===== src/rtl/imem_loader.sv =====
// imem_loader
//   Writer side of the instruction memory. Takes a byte stream (valid/ready) made of
//   LEN, N x {lo,hi}, CSUM. It assembles 16-bit instructions low byte first and writes
//   them to consecutive 8-bit addresses starting at START_ADDR. The CPU is held stalled
//   for the whole load, and the load is checked against an XOR checksum at the end.
//
//   Ports:
//     clk        posedge clock
//     reset      asynchronous, active-high reset
//     start      begin a load (honoured only in IDLE, DONE, ERR)
//     in_valid   byte source has a byte
//     in_data    byte from source
//     in_ready   loader accepts a byte; transfer = in_valid & in_ready
//     mem_we     one-cycle write pulse to the instruction memory
//     mem_addr   write address (holds its last value)
//     mem_wdata  write data {hi,lo} (holds its last value)
//     cpu_hold   CPU/PC stall while a load is in progress
//     load_done  load finished with a good checksum (level)
//     load_err   checksum mismatch or timeout (level)
//
//   state | meaning
//   ------+----------------------------------------------------
//   IDLE  | after reset, waiting for start
//   LEN   | waiting for the instruction-count byte (0 = 256)
//   LO    | waiting for the low byte of the next instruction
//   HI    | waiting for the high byte of the next instruction
//   WRITE | single-cycle memory write, no byte accepted
//   CSUM  | waiting for the checksum byte
//   DONE  | load good; flag held until start or reset
//   ERR   | bad checksum or timeout; flag held until start or reset

module imem_loader #(
    parameter logic [7:0] START_ADDR = 8'h00,
    parameter int         TIMEOUT    = 1024
) (
    input  logic        clk,
    input  logic        reset,
    input  logic        start,
    input  logic        in_valid,
    input  logic [7:0]  in_data,
    output logic        in_ready,
    output logic        mem_we,
    output logic [7:0]  mem_addr,
    output logic [15:0] mem_wdata,
    output logic        cpu_hold,
    output logic        load_done,
    output logic        load_err
);

    localparam int TW = (TIMEOUT > 2) ? $clog2(TIMEOUT) : 1;
    localparam logic [TW-1:0] TIMER_LAST = TW'(TIMEOUT - 1);

    localparam logic [2:0] S_IDLE  = 3'd0;
    localparam logic [2:0] S_LEN   = 3'd1;
    localparam logic [2:0] S_LO    = 3'd2;
    localparam logic [2:0] S_HI    = 3'd3;
    localparam logic [2:0] S_WRITE = 3'd4;
    localparam logic [2:0] S_CSUM  = 3'd5;
    localparam logic [2:0] S_DONE  = 3'd6;
    localparam logic [2:0] S_ERR   = 3'd7;

    logic [2:0]    state_q, state_d;
    logic [7:0]    count_q, count_d;
    logic [7:0]    idx_q, idx_d;
    logic [7:0]    csum_q, csum_d;
    logic [7:0]    lo_q, lo_d;
    logic [TW-1:0] timer_q, timer_d;
    logic          in_ready_q, in_ready_d;
    logic          mem_we_q, mem_we_d;
    logic [7:0]    mem_addr_q, mem_addr_d;
    logic [15:0]   mem_wdata_q, mem_wdata_d;
    logic          cpu_hold_q, cpu_hold_d;
    logic          load_done_q, load_done_d;
    logic          load_err_q, load_err_d;
    logic          xfer;

    // in_ready_q is high exactly in the byte-waiting states, so it doubles as the
    // "timer is running" qualifier.
    assign xfer = in_valid & in_ready_q;

    always_comb begin
        state_d     = state_q;
        count_d     = count_q;
        idx_d       = idx_q;
        csum_d      = csum_q;
        lo_d        = lo_q;
        timer_d     = timer_q;
        mem_addr_d  = mem_addr_q;
        mem_wdata_d = mem_wdata_q;
        load_done_d = load_done_q;
        load_err_d  = load_err_q;

        case (state_q)
            S_IDLE, S_DONE, S_ERR: begin
                if (start) begin
                    state_d     = S_LEN;
                    load_done_d = 1'b0;
                    load_err_d  = 1'b0;
                    idx_d       = 8'd0;
                    csum_d      = 8'd0;
                    timer_d     = '0;
                end
            end
            S_LEN: begin
                if (xfer) begin
                    count_d = in_data;
                    state_d = S_LO;
                end
            end
            S_LO: begin
                if (xfer) begin
                    lo_d    = in_data;
                    csum_d  = csum_q ^ in_data;
                    state_d = S_HI;
                end
            end
            S_HI: begin
                // Address and data are loaded here so they are registered and
                // valid in the same cycle as the mem_we pulse.
                if (xfer) begin
                    mem_wdata_d = {in_data, lo_q};
                    mem_addr_d  = START_ADDR + idx_q;
                    csum_d      = csum_q ^ in_data;
                    state_d     = S_WRITE;
                end
            end
            S_WRITE: begin
                // count of 0 means 256 instructions: count-1 wraps to 255.
                if (idx_q == count_q - 8'd1) begin
                    state_d = S_CSUM;
                end else begin
                    idx_d   = idx_q + 8'd1;
                    state_d = S_LO;
                end
            end
            S_CSUM: begin
                if (xfer) begin
                    if (in_data == csum_q) begin
                        state_d     = S_DONE;
                        load_done_d = 1'b1;
                    end else begin
                        state_d    = S_ERR;
                        load_err_d = 1'b1;
                    end
                end
            end
            default: state_d = S_IDLE;
        endcase

        if (in_ready_q) begin
            if (xfer) begin
                timer_d = '0;
            end else if (timer_q == TIMER_LAST) begin
                state_d    = S_ERR;
                load_err_d = 1'b1;
            end else begin
                timer_d = timer_q + TW'(1);
            end
        end

        in_ready_d = (state_d == S_LEN) || (state_d == S_LO) ||
                     (state_d == S_HI)  || (state_d == S_CSUM);
        cpu_hold_d = in_ready_d || (state_d == S_WRITE);
        mem_we_d   = (state_d == S_WRITE);
    end

    always_ff @(posedge clk or posedge reset) begin
        if (reset) begin
            state_q     <= S_IDLE;
            count_q     <= 8'd0;
            idx_q       <= 8'd0;
            csum_q      <= 8'd0;
            lo_q        <= 8'd0;
            timer_q     <= '0;
            in_ready_q  <= 1'b0;
            mem_we_q    <= 1'b0;
            mem_addr_q  <= 8'd0;
            mem_wdata_q <= 16'd0;
            cpu_hold_q  <= 1'b0;
            load_done_q <= 1'b0;
            load_err_q  <= 1'b0;
        end else begin
            state_q     <= state_d;
            count_q     <= count_d;
            idx_q       <= idx_d;
            csum_q      <= csum_d;
            lo_q        <= lo_d;
            timer_q     <= timer_d;
            in_ready_q  <= in_ready_d;
            mem_we_q    <= mem_we_d;
            mem_addr_q  <= mem_addr_d;
            mem_wdata_q <= mem_wdata_d;
            cpu_hold_q  <= cpu_hold_d;
            load_done_q <= load_done_d;
            load_err_q  <= load_err_d;
        end
    end

    assign in_ready  = in_ready_q;
    assign mem_we    = mem_we_q;
    assign mem_addr  = mem_addr_q;
    assign mem_wdata = mem_wdata_q;
    assign cpu_hold  = cpu_hold_q;
    assign load_done = load_done_q;
    assign load_err  = load_err_q;

endmodule


===== config.mk =====
export PLATFORM = sky130hd
export DESIGN_NAME = imem_loader
export DESIGN_NICKNAME = d
export VERILOG_FILES = /design/src/rtl/imem_loader.sv
export SDC_FILE = /design/constraint.sdc
export NUM_CORES = 1
export LEC_CHECK = 0
export ABC_AREA = 1
export CELL_PAD_IN_SITES_DETAIL_PLACEMENT = 2
export CELL_PAD_IN_SITES_GLOBAL_PLACEMENT = 2
export CORE_UTILIZATION = 36
export DETAILED_ROUTE_END_ITERATION = 10
export HOLD_SLACK_MARGIN = 0.12
export PLACE_DENSITY_LB_ADDON = 0.1
export SYNTH_ARGS = -nofsm -noshare
export SYNTH_HDL_FRONTEND = slang
export SYNTH_SLANG_ARGS = --single-unit

===== constraint.sdc =====
create_clock -name clk -period 5.3 [get_ports clk]
set_input_delay 1.325 -clock clk [delete_from_list [all_inputs] [get_ports clk]]
set_output_delay 1.325 -clock clk [all_outputs]
set_load 0.02 [all_outputs]

Word level (Yosys, flattened, before mapping):

Cells that the tools add are included.

* add/sub/neg operators: 3
* equality and inequality tests: 20
* mux-type cells: 32
* bitwise logic cells: 2
* reduce and logical (&&, ||, !) cells: 16

Operator list (count)
* 10-bit 2-to-1 mux: 5
* 8-bit case mux with 2 select lines: 2
* 3-bit 2-to-1 mux: 9
* 8-bit 2-to-1 mux: 3
* 3-bit equality test (second input constant): 6
* 3-bit case mux with 6 select lines: 1
* 8-bit equality test: 2
* 3-bit by 2-bit equality test with 1-bit output (second input constant): 4
* 10-bit by 1-bit adder with 10-bit output (second input constant): 1
* 10-bit equality test (second input constant): 1
* 1-bit 2-to-1 mux: 10
* 8-bit by 1-bit adder with 8-bit output (second input constant): 1
* 2-bit inequality test (second input constant): 4
* 8-bit by 1-bit subtractor with 8-bit output (second input constant): 1
* 8-bit XOR: 1
* 3-bit by 1-bit equality test with 1-bit output (second input constant): 2
* 2-bit AND reduction: 3
* 3-bit AND reduction: 2
* 2-bit nonzero test: 3
* 1-bit logical OR: 4
* 1-bit case mux with 2 select lines: 2
* 4-bit AND reduction: 1
* 3-bit logical NOT: 1
* 3-bit OR reduction: 1
* other kinds (3): 3

* register bits after elaboration: 74
* output and inout port bits: 29
* word-level logic and storage cells: 86

Logic depth before layout (Yosys ltp):

* depth after elaboration: 12
* mapped depth: 16
* gate-level depth less buffers: 16

Worst setup path before layout:

Ideal clock, no wire load.

* path kind: input to register
* start point: input port in_valid
* end point: register cpu_hold_q (netlist: cpu_hold)
* data arrival time: 2.225 ns
* required time: 5.170 ns
* setup slack: 2.945 ns
* cell stages on the path: 10
* cell sequence: nand2_2 -> inv_1 -> nand3_1 -> o211ai_1 -> a21oi_1 -> nand2_1 -> nand2_1 -> nand2_1 -> nand2_1 -> nand2_1

* longest elaborated chain between the ends: 11
* elaborated cells between the ends (all ways): 18
* those cells by class: 5 x eq/ne; 8 x mux; 1 x bitwise; 4 x reduce/logical

Ends and longest elaborated chain
* start: declaration: line 39 `input logic in_valid,`
* 1-bit bitwise AND *: line 79 `assign xfer = in_valid & in_ready_q;`
* 3-bit 2-to-1 mux, on equally long branches
* 3-bit case mux with 6 select lines: line 93 `case (state_q)`
* 3-bit 2-to-1 mux: line 153 `end else if (timer_q == TIMER_LAST) begin`
* 3-bit 2-to-1 mux: line 151 `if (xfer) begin`
* 3-bit 2-to-1 mux *: line 150 `if (in_ready_q) begin`
* 3-bit by 1-bit equality test with 1-bit output / 3-bit by 2-bit equality test with 1-bit output (equally long branches): line 161 `in_ready_d = (state_d == S_LEN) || (state_d == S_LO) ||`
* 1-bit logical OR (2 in a row): line 161
* 1-bit logical OR: line 162 `(state_d == S_HI) || (state_d == S_CSUM);`
* 1-bit logical OR *: line 163 `cpu_hold_d = in_ready_d || (state_d == S_WRITE);`
* via cpu_hold_d: line 72 `logic cpu_hold_q, cpu_hold_d;`
* end signal: assignment: line 193 `cpu_hold_q <= cpu_hold_d;`
* end: declaration: line 72

The timed path passes the listed nets; every way through them passes the cells marked *.
A chain may end at the register's enable or synchronous reset.

Worst setup path in the final report:

Same ends and word-level chain as after synthesis.

==> flow_summary.yaml <==
outcome:
  outcome: "complete, no violations"
floorplanning:
  die_w_um: 104
  rows: 36
  initial_utilization: 0.376
  coreArea_um2: 9910
  die_area_um2: 10800
  die_h_um: 104
  num_io_pins: 41
cells_and_area:
  final_cell_mix: "137 x nand2_1, 74 x dfrtp_1, 51 x inv_1, 51 x o21ai_0, 40 x clkdlybuf4s50_1"
  diodes: 0
  area_delta_synth_final_pct: 19.2
  final_common_cell: "nand2_1"
  post-route-cell-area_um2: 4450
  drive_gt1_frac: 0.100
  nets: 521
timing:
  tns_ps: 0
  grt_setup_unrepaired: "no"
  period_share: 0.581
  drv_slew: 0
  fin_crit_ps: 3080
  final-setup-viol-count: 0
  hold_violations: 0
  finClkSkew_ps: 8.20
  worstMarginPinSlew_ps: 829
  holdWs_ps: 492
  slew_headroom: 0.445
  max_freq_mhz: 325
worst_setup_path:
  crit_path_end: "cpu_hold$_DFF_PP0_"
  r2r-end: "cpu_hold$_DFF_PP0_"
  reg2reg_from: "state_q[1]$_DFF_PP0_"
  crit_family: "simple AND/OR/NAND/NOR gates"
  cp_max_fo: 17
  worst-path-stages: 11
  critPathMaxStageDelay_ps: 500
  ff2ff_setup_slack_ps: 2760
  critPathLaunchType: "input port"
  cp-end-kind: "flop"
  path_buf_inv: 2
  crit_path_frequent_cell: "nand2_1"
  cp.arrival_ps: 3360
  rr_worst_depth: 10
  crit_slowest_cell: "clkdlybuf4s50_1"
  path_cells: "clkdlybuf4s50_1 -> nand2_2 -> inv_1 -> nand3_1 -> o211ai_1 -> a21oi_1 -> nand2_1 -> nand2_1 -> nand2_1 -> nand2_1 -> nand2_1"
  setup.worst_path.start: "in_valid"
  critical_path_required_ps: 5590
  crit_type: "input port to flop"
routing:
  wire_per_inst_um: 16.5
  vias: 3175
  ant_nets: 0
  vias_per_cell: 4.94
  drt-pass1-iter-count: 4
  wl_um: 10600
  drtIter0Drc: 96
  drc: 0
synth:
  yosysSeqAreaShare: 0.497
  syn-cell-area_um2: 3730
  synth_edf_count: 0
  async_reset_ff_frac: 1.00
  ys_warn_count: 0
  syn-num-nets: 479
  synth.distinct_cells: 33
  postSynthCellCount: 464
  synth.avg_cell_area_um2: 8.04
  ys_ff_latch: 74
  synth_top_flop_cell: "dfrtp_1"
clocking:
  cts-resized-gates: 0
  numClockSinks: 74
  cts_buffers: 9
  cts_tree: "yes"
  clockBufferDepth: 2
  h-tree-depth: 3
  ctsRootBufferMaster: "clkbuf_8"
  post_cts_buffers: 0
  clkTransAtPathRegs_ps: 80
  clk_latency_ps: 350
  postCtsHoldBufs: 0
placement:
  dp_hpwl_um: 7930
  placed_area_um2: 4250
  io_buffers: 40
  place_congestion: 0.756
min_path:
  hold_path.class: "flop to flop"
  hold_depth: 2
power_and_ir_drop:
  p_sw_mw: 1.03
  clock_power_share: 0.188
  power.internal_mw: 1.34
  pwr_density_cell_nw_per_um2: 535
  ir_worst_vdd_uv: 166
  total_power_mw: 2.38
  combPwrFrac: 0.435
  seqPwrFrac: 0.378
  power_leakage_nw: 2.15
  p_sw_frac: 0.434
grt:
  grt_overflow_total: 0
  grt_pass1_vias: 3553
  grt_max_degree: 50
  grt_usage: 0.212
  grt_pass1_wl_um: 17900
  antenna_found_initial: 0
job:
  drv_cap: 0
## logic make-up (layout without fill, tap and decap cells)
group	after synthesis	after routing	synth area share
simple gates	226	226	0.271
flops	74	74	0.497
buf+inv	71	117	0.0765
compound gates	76	76	0.113
fa+ha+maj	3	3	0.0101
xor+xnor	14	14	0.0329
## layer usage
metal  GRT usage  up-vias  wire length [µm]
met4      0.0663        0               115
met2       0.383       27              5560
met1       0.260     1589              4770
met5           0        -                 0
li1            -     1550                 -
met3      0.0315        9               172
## through the flow
step           worst slack (ps)  utilization  std cells
2_1_floorplan              2090            -        464
4_1_cts                    2230        0.449        643
3_3_place_gp               2000        0.429        628
6_report                   2220        0.449        643
5_1_grt                    1970        0.449        643
3_5_place_dp               1870        0.429        628
## registers in the layout (all words and copies together), names as in the netlist
| register | cells |
|---|---|
| mem_addr | 8 |
| lo_q | 8 |
| mem_we | 1 |
| timer_q | 10 |
| in_ready | 1 |
| load_err | 1 |
| count_q | 8 |
| cpu_hold | 1 |
| load_done | 1 |
| idx_q | 8 |
| state_q | 3 |
| mem_wdata | 16 |
| csum_q | 8 |
## synth_stat cells (2+ instances only)
master    count  area (µm²)
xnor2_1       9        78.8
nand3_1      16        80.1
buf_2         3        15.0
ha_1          3        37.5
clkbuf_1      7        26.3
inv_2         7        26.3
dfrtp_1      74        1850
nor3_1        4        20.0
nand2_2       6        37.5
xor2_1        5        43.8
nand3b_2      2        22.5
o21ai_2       6        52.6
buf_6         2        22.5
inv_1        52         195
nor2_2        3        18.8
nand2_1     137         514
nand3b_1      8        60.1
a21oi_1      13        65.1
nand3_2       4        40.0
nand4_1       3        18.8
o21ai_0      51         255
nor4_1        2        12.5
nor2_1       37         139
## cell type report
cell class	count	area, µm²
multi-input cells	319	1590
clock inverters	6	67.6
flip-flops and latches	74	1850
fillers	1148	5460
inverters	59	221
repair buffers	43	423
clock buffers	9	124
well taps	133	166
## power by group through the flow
stage	clock, mW	combinational, mW	sequential [mW]
after detailed placement	0	1.04	0.909
after floorplan	0	0.589	0.969
after CTS	0.459	1.05	0.900
final	0.446	1.03	0.897
after global routing	0.479	1.16	0.923
after global placement	0	0.983	0.897
## how the worst min path moves through the flow
| stage | from | to | slack [ps] |
|---|---|---|---|
| floorplan | lo_q[0]$_DFFE_PP0P_ | mem_wdata[0]$_DFFE_PP0P_ | 440 |
| global placement | lo_q[4]$_DFFE_PP0P_ | mem_wdata[4]$_DFFE_PP0P_ | 460 |
| detailed placement | lo_q[3]$_DFFE_PP0P_ | mem_wdata[3]$_DFFE_PP0P_ | 470 |
| CTS | lo_q[3]$_DFFE_PP0P_ | mem_wdata[3]$_DFFE_PP0P_ | 500 |
| global route | lo_q[1]$_DFFE_PP0P_ | mem_wdata[1]$_DFFE_PP0P_ | 520 |
| finish | mem_wdata[1]$_DFFE_PP0P_ | mem_wdata[1]$_DFFE_PP0P_ | 490 |
## worst reg2reg max path, stage by stage, from the launching register on
cell and delay [ps]:
dfrtp_1 400, inv_2 80, nor2_1 630, nand3_1 670
o211ai_1 290, a21oi_1 60, nand2_1 70, nand2_1 70
nand2_1 70, nand2_1 70, nand2_1 60
(Power assumes the default switching activity.)
